### src/rtl/sobel_pkg.sv
// Shared constants and the FSM state encoding for the Sobel engine.
//   IMG_W / IMG_H : default frame size in pixels (IMG_W a power of two)
//   PIX_W         : gray pixel width
//   ADDR_W        : width of the linear row*IMG_W+col address
package sobel_pkg;
  localparam int IMG_W  = 32;
  localparam int IMG_H  = 32;
  localparam int PIX_W  = 4;
  localparam int ADDR_W = 10;

  typedef enum logic [2:0] {
    S_IDLE,
    S_FETCH,
    S_CALC,
    S_WRITE,
    S_DONE
  } state_e;
endpackage

### src/rtl/sobel_kernel.sv
// Combinational 3x3 Sobel operator.
//   win     : nine pixels p0..p8, row-major, p4 is the centre
//   gx_out  : |Gx| >> 2
//   gy_out  : |Gy| >> 2
//   mag_out : (|Gx| + |Gy|) >> 2, saturated to the pixel maximum
module sobel_kernel
  import sobel_pkg::*;
#(
  parameter int PIX_W = sobel_pkg::PIX_W
) (
  input  logic [8:0][PIX_W-1:0] win,
  output logic [PIX_W-1:0]      gx_out,
  output logic [PIX_W-1:0]      gy_out,
  output logic [PIX_W-1:0]      mag_out
);
  // Four weighted pixels fit in PIX_W+2 bits; one more for headroom.
  localparam int GW = PIX_W + 3;

  logic [GW-1:0] gx_pos, gx_neg, gy_pos, gy_neg;
  logic [GW-1:0] gx_abs, gy_abs;
  logic [GW:0]   sum;
  logic [GW:0]   sum_sc;

  always_comb begin
    gx_pos = GW'(win[2]) + (GW'(win[5]) << 1) + GW'(win[8]);
    gx_neg = GW'(win[0]) + (GW'(win[3]) << 1) + GW'(win[6]);
    gy_pos = GW'(win[6]) + (GW'(win[7]) << 1) + GW'(win[8]);
    gy_neg = GW'(win[0]) + (GW'(win[1]) << 1) + GW'(win[2]);
    // |a-b| without going through a signed intermediate
    gx_abs = (gx_pos >= gx_neg) ? gx_pos - gx_neg : gx_neg - gx_pos;
    gy_abs = (gy_pos >= gy_neg) ? gy_pos - gy_neg : gy_neg - gy_pos;
    sum    = {1'b0, gx_abs} + {1'b0, gy_abs};
    sum_sc = sum >> 2;
    // |G| <= 4*max_pix, so the per-axis shift can never overflow PIX_W
    gx_out  = PIX_W'(gx_abs >> 2);
    gy_out  = PIX_W'(gy_abs >> 2);
    mag_out = (sum_sc > (GW+1)'({PIX_W{1'b1}})) ? {PIX_W{1'b1}} : PIX_W'(sum_sc);
  end
endmodule

### src/rtl/sobel_engine.sv
// Frame-level Sobel engine: walks every pixel of the gray memory, fetches
// the 3x3 window of interior pixels, and writes |Gx|, |Gy| and magnitude.
// Border pixels are written as zero without any reads.
//   clk, rst     : clock, asynchronous active-low reset
//   start        : frame request, only looked at in IDLE
//   rd_addr/data : gray memory port, data one cycle after address
//   wr_en/addr   : result write strobe and pixel address
//   gx/gy/mag_out: results, stable while wr_en is high
//   done         : one-cycle pulse after the last pixel is written
module sobel_engine
  import sobel_pkg::*;
#(
  parameter int IMG_W = sobel_pkg::IMG_W,
  parameter int IMG_H = sobel_pkg::IMG_H,
  parameter int PIX_W = sobel_pkg::PIX_W
) (
  input  logic              clk,
  input  logic              rst,
  input  logic              start,
  input  logic [PIX_W-1:0]  rd_data,
  output logic [ADDR_W-1:0] rd_addr,
  output logic              wr_en,
  output logic [ADDR_W-1:0] wr_addr,
  output logic [PIX_W-1:0]  gx_out,
  output logic [PIX_W-1:0]  gy_out,
  output logic [PIX_W-1:0]  mag_out,
  output logic              done
);
  localparam int COL_W = $clog2(IMG_W);
  localparam logic [ADDR_W-1:0] LAST_PIX = ADDR_W'(IMG_W*IMG_H-1);

  state_e                  state_q, state_d;
  logic [ADDR_W-1:0]       pix_q, pix_d;
  logic [ADDR_W-1:0]       rd_addr_q, rd_addr_d;
  logic [3:0]              fcnt_q, fcnt_d;
  logic [8:0][PIX_W-1:0]   win_q, win_d;
  logic                    wr_en_q, wr_en_d;
  logic                    done_q, done_d;
  logic [PIX_W-1:0]        gx_q, gx_d, gy_q, gy_d, mag_q, mag_d;
  logic [PIX_W-1:0]        k_gx, k_gy, k_mag;
  logic [ADDR_W-1:0]       nxt_pix;
  logic                    enter;

  // Address of window pixel k (0..8) around centre p
  function automatic logic [ADDR_W-1:0] win_addr(input logic [ADDR_W-1:0] p, input int k);
    return ADDR_W'(int'(p) + (k/3 - 1)*IMG_W + (k%3) - 1);
  endfunction

  function automatic logic is_border(input logic [ADDR_W-1:0] p);
    logic [ADDR_W-1:0] col, row;
    col = p & ADDR_W'(IMG_W-1);
    row = p >> COL_W;
    return (row == '0) || (row == ADDR_W'(IMG_H-1)) ||
           (col == '0) || (col == ADDR_W'(IMG_W-1));
  endfunction

  sobel_kernel #(.PIX_W(PIX_W)) u_kernel (
    .win    (win_q),
    .gx_out (k_gx),
    .gy_out (k_gy),
    .mag_out(k_mag)
  );

  always_comb begin
    state_d   = state_q;
    pix_d     = pix_q;
    rd_addr_d = rd_addr_q;
    fcnt_d    = fcnt_q;
    win_d     = win_q;
    wr_en_d   = 1'b0;
    done_d    = 1'b0;
    gx_d      = gx_q;
    gy_d      = gy_q;
    mag_d     = mag_q;
    enter     = 1'b0;
    nxt_pix   = (state_q == S_IDLE) ? '0 : pix_q + 1'b1;

    unique case (state_q)
      S_IDLE:  enter = start;
      S_FETCH: begin
        fcnt_d = fcnt_q + 1'b1;
        // address for p(k+1) goes out while p(k-1)'s data arrives
        if (fcnt_q < 4'd8) rd_addr_d = win_addr(pix_q, int'(fcnt_q) + 1);
        for (int k = 0; k < 9; k++)
          if (fcnt_q == 4'(k + 1)) win_d[k] = rd_data;
        if (fcnt_q == 4'd9) state_d = S_CALC;
      end
      S_CALC: begin
        gx_d    = k_gx;
        gy_d    = k_gy;
        mag_d   = k_mag;
        wr_en_d = 1'b1;
        state_d = S_WRITE;
      end
      S_WRITE: begin
        if (pix_q == LAST_PIX) begin
          state_d = S_DONE;
          done_d  = 1'b1;
        end else begin
          enter = 1'b1;
        end
      end
      S_DONE:  state_d = S_IDLE;
      default: state_d = S_IDLE;
    endcase

    // Step onto the next pixel: borders go straight to a zero write,
    // interior pixels start fetching with p0's address already out.
    if (enter) begin
      pix_d  = nxt_pix;
      fcnt_d = '0;
      if (is_border(nxt_pix)) begin
        state_d = S_WRITE;
        wr_en_d = 1'b1;
        gx_d    = '0;
        gy_d    = '0;
        mag_d   = '0;
      end else begin
        state_d   = S_FETCH;
        rd_addr_d = win_addr(nxt_pix, 0);
      end
    end
  end

  always_ff @(posedge clk or negedge rst) begin
    if (!rst) begin
      state_q   <= S_IDLE;
      pix_q     <= '0;
      rd_addr_q <= '0;
      fcnt_q    <= '0;
      win_q     <= '0;
      wr_en_q   <= 1'b0;
      done_q    <= 1'b0;
      gx_q      <= '0;
      gy_q      <= '0;
      mag_q     <= '0;
    end else begin
      state_q   <= state_d;
      pix_q     <= pix_d;
      rd_addr_q <= rd_addr_d;
      fcnt_q    <= fcnt_d;
      win_q     <= win_d;
      wr_en_q   <= wr_en_d;
      done_q    <= done_d;
      gx_q      <= gx_d;
      gy_q      <= gy_d;
      mag_q     <= mag_d;
    end
  end

  assign rd_addr = rd_addr_q;
  assign wr_en   = wr_en_q;
  assign wr_addr = pix_q;
  assign gx_out  = gx_q;
  assign gy_out  = gy_q;
  assign mag_out = mag_q;
  assign done    = done_q;
endmodule

### config.mk
export PLATFORM = sky130hd
export DESIGN_NAME = sobel_engine
export DESIGN_NICKNAME = d
export VERILOG_FILES = /design/src/rtl/sobel_pkg.sv /design/src/rtl/sobel_kernel.sv /design/src/rtl/sobel_engine.sv
export SDC_FILE = /design/constraint.sdc
export NUM_CORES = 1
export LEC_CHECK = 0
export CAP_MARGIN = 10
export CELL_PAD_IN_SITES_DETAIL_PLACEMENT = 1
export CELL_PAD_IN_SITES_GLOBAL_PLACEMENT = 1
export CORE_ASPECT_RATIO = 0.6
export CORE_UTILIZATION = 48
export CTS_CLUSTER_SIZE = 14
export DETAILED_ROUTE_END_ITERATION = 10
export HOLD_SLACK_MARGIN = 0.08
export MAX_ROUTING_LAYER = met4
export PLACE_DENSITY = 0.83
export SETUP_SLACK_MARGIN = 0.15
export SLEW_MARGIN = 20
export SYNTH_ARGS = -nofsm -noshare
export SYNTH_HDL_FRONTEND = slang
export SYNTH_HIERARCHICAL = 1
export SYNTH_SLANG_ARGS = --single-unit
### constraint.sdc
create_clock -name clk -period 7.57 [get_ports clk]
set_clock_uncertainty 0.1 [all_clocks]
set_input_delay 1.514 -clock clk [delete_from_list [all_inputs] [get_ports clk]]
set_output_delay 1.514 -clock clk [all_outputs]
set_load 0.02 [all_outputs]
# Word-level counts from Yosys, hierarchy flattened
# Index checks and enable logic that the tools add are counted.
# totals
register_bits	73
in_bits	7
output_inout_bits	34
# classes
n_addsub	22
div	2
order_cmp	4
n_eq_ne	17
muxes	31
n_reduce_logical	16
# op_table
op	n
$mux W10	5
$mux W4	12
$div A32 B3 Y32 const B	1
$mod A32 B3 Y32 const B	1
$add A7 B4 Y7	4
$sub A7 B7 Y7	4
$add A4 B5 Y6	4
$add A10 B10 Y10	2
$logic_not A10 Y1	2
$sub A10 B2 Y10 const B	2
$reduce_and A2 Y1	8
$ge A7 B7 Y1	2
$mux W7	2
$eq A4 B3 Y1 const B	3
$pmux W3 S4	1
$add A10 B1 Y10 const B	1
$add A10 B6 Y10 const B	1
$eq A10 B10 Y1 const B	1
$eq A5 B5 Y1 const B	2
$mux W3	3
$add A7 B7 Y8	1
$eq A4 B2 Y1 const B	2
$eq A4 B4 Y1 const B	2
$eq A3 B2 Y1 const B	2
other kinds (16)	24

# Depth between registers and ports, before layout
# logic_depth
word_depth	10
depth_mapped	37
depth_no_buf	34

# By module
# Netlist, hierarchy kept.
# modules_own_cells
mod	instances	cells_per_inst	area_each_um2
sobel_engine	1	536	5154.9
sobel_kernel	1	219	2045.7

# Worst setup path before layout
# Ideal clock, no wire load.
# synth_timing
path_type	reg2reg
start	register fcnt_q[0]
end	register rd_addr_q[9] (netlist: rd_addr[9])
setup_ps	131
t_arrival_ps	6418
slack_ps	921
stages_incl_launch_ff	34
n_path_buf	3
cell_sequence	dfrtp_1 -> ha_1 -> buf_4 -> buf_4 -> nand2_1 -> nor2_1 -> ha_1 -> buf_4 -> or3b_1 -> nand4_1 -> o32a_2 -> ha_1 -> a211oi_4 -> nand2_2 -> nor4_4 -> xnor2_1 -> ha_1 -> nand2b_1 -> nand2b_1 -> or2_4 -> clkinv_4 -> ha_1 -> ha_1 -> fa_1 -> inv_1 -> ha_1 -> nand2_1 -> o21ai_0 -> o41ai_1 -> xnor2_1 -> xnor2_1 -> nor2_1 -> nand2_1 -> o211ai_1
# synth_between
elab_chain_len	10
# synth_rtl
item	line_no	rtl
start, declared	sobel_engine.sv:35	logic [3:0] fcnt_q, fcnt_d;
start signal, assigned	sobel_engine.sv:141	fcnt_q <= fcnt_d;
$add A4 B1 Y5	sobel_engine.sv:83	if (fcnt_q < 4'd8) rd_addr_d = win_addr(pix_q, int'(fcnt_q) + 1);
$div A32 B3 Y32	sobel_engine.sv:46	return ADDR_W'(int'(p) + (k/3 - 1)*IMG_W + (k%3) - 1);
$sub A5 B2 Y5	sobel_engine.sv:46	
$add A10 B10 Y10 (2 in series)	sobel_engine.sv:46	
$sub A10 B2 Y10	sobel_engine.sv:46	
$mux W10 *	sobel_engine.sv:83	
$mux W10 *	sobel_engine.sv:78	unique case (state_q)
$mux W10	sobel_engine.sv:112	if (is_border(nxt_pix)) begin
$mux W10 *	sobel_engine.sv:109	if (enter) begin
net rd_addr_d[9]	sobel_engine.sv:34	logic [ADDR_W-1:0] rd_addr_q, rd_addr_d;
end signal, assigned	sobel_engine.sv:140	rd_addr_q <= rd_addr_d;
end, declared	sobel_engine.sv:34	
# Mark *: on every way through the listed nets, which the timed path passes. The rest lies on a longest branch.
# A chain may end at the register's enable or synchronous reset.

# Worst setup path after layout
# Ends and elaborated chain as after synthesis.

==> flow_summary.toml <==
[run_status]
status = "finished, final reports clean"

[global_routing]
antenna_found_initial = 0
grt_util_all_layers = 0.304
grt_overflow_total = 0
grt_pass1_wl_um = 33900
grt_pass1_vias = 6166
grt_max_degree = 74

[critical_path]
worst_ep_arrival_time_ps = 7190
start_kind = "flip-flop"
crit_fanout = 11
critPathMaxStageDelay_ps = 450
critPathSlowestCell = "dfrtp_1"
rrSetupSlack_ps = 490
required_ps = 7680
crit_path_frequent_cell = "ha_1"
crit_type = "flip-flop to flip-flop"
crit_family = "simple AND/OR/NAND/NOR gates"
crit_path_end_kind = "flip-flop"
path_buf_inv = 2

[floorplan]
die_area_um2 = 15200
boundaryPins = 41
die_h_um = 95.9
placementRows = 33
die_x_um = 158
initial_utilization = 0.504
core-area_um2 = 14000

[yosys]
avgSynthCellArea_um2 = 9.45
syn_area_um2 = 7050
postSynthCellCount = 746
yosys_warnings = 6
synth_fp_nets = 858

[pwr]
powerDensity_nw_per_um2 = 251
p_leak_nw = 3.69
vdd_drop_max_mv = 0.160

[route]
ant_nets = 0
wl_um = 20700
routed_via_density = 5.86
drt_iter0_drc = 354
wire_per_inst_um = 21.1
drtPass1Iterations = 5
drc = 0
via_count = 5756

[clocking]
clockRootBuffer = "clkbuf_16"
tritoncts = "yes"
clockBufferDepth = 2
numCtsBuffers = 9
clk_pin_slew_worst_paths_ps = 60
cts_max_level = 3
clk_latency_ps = 340
cts_num_sinks = 73

[finish]
final_common_cell = "ha_1"
fin_nets = 898
fillers = 1586
multi_input_comb_area_um2 = 4830
post-route-util = 0.570
antenna_cells = 0
seq_area_um2 = 1830
areaGrowthSynthToFinish_pct = 13.3
finalNonFillerCells = 983
drive_above_1_share = 0.144
final_cell_mix = "ha_1 (79), nand2_1 (77), dfrtp_1 (73), inv_1 (71), nor2_1 (40)"

[placement]
dp_cells = 964
gp_congestion = 0.921
dp_hpwl_um = 16700
io_buffer_count = 40

[sta]
setup_viol = 0
slew_headroom = 0.344
period_share = 0.935
worst_slew_pin_slew_ps = 984
fmax_ghz = 0.141
final_max_slew_viol_count = 0
fin_crit_ps = 7080
tns_ps = 0
finalHoldViolCount = 0
rsz0062_at_grt = "false"

[hold_path]
holdCritPathClass = "flip-flop to flip-flop"

[run]
cap_violations = 0
flip-flops by register name (all words and copies together), names as in the netlist:
register,cells
win_q,32
done,1
wr_addr,10
mag_out,4
fcnt_q,4
gy_out,4
state_q,3
gx_out,4
rd_addr,10
wr_en,1
report_power, final:
part	switching, mW	internal (mW)
clock network	0.175	0.290
logic	0.622	0.469
registers	0.0255	0.425
total	0.823	1.18
routing by layer:
metal,global-route usage,part of all wire
met1,0.426,0.50
met2,0.464,0.44
met3,0.0531,0.050
met4,0.0529,0.0096
met5,-,0
path summary, 6_finish.rpt:
check                      depth (start not counted)             startpoint                     to
setup / recovery                                  32  fcnt_q[0]$_DFFE_PN0P_   rd_addr[9]$_DFF_PN0_
hold / removal                                     1  win_q[23]$_DFFE_PN0P_  win_q[23]$_DFFE_PN0P_
setup reg to reg                                  32  fcnt_q[0]$_DFFE_PN0P_   rd_addr[9]$_DFF_PN0_
hold reg to reg                                    1  win_q[23]$_DFFE_PN0P_  win_q[23]$_DFFE_PN0P_
max in group asynchronous                          2                    rst  win_q[30]$_DFFE_PN0P_
min in group asynchronous                          2                    rst    gy_out[0]$_DFF_PN0_
final cells by class:
cell class | instances | area share
Tap cell | 192 | 0.0301
Clock inverter | 6 | 0.0113
Clock buffer | 10 | 0.0287
Timing Repair Buffer | 53 | 0.0617
Sequential cell | 73 | 0.229
Inverter | 72 | 0.0345
Multi-Input combinational cell | 577 | 0.605
repair_timing:
action                                  CTS  global route
pin swaps                                 0             1
endpoints found under the setup margin    1             4
resized for setup                         1             5
buffers inserted                          0             3
hold buffers                              0             0
through the flow:
stage                     setup WS (ps)  hold WS [ps]  power [mW]  instance area, um2
after floorplan                     921           386        1.24                7050
after global placement              723           400        1.45                7620
after detailed placement            159           406        1.53                7620
after CTS                           216           422        2.00                7940
after global routing                114           454        2.14                7990
final                               492           420        2.01                7990
(Power assumes the default switching activity.)
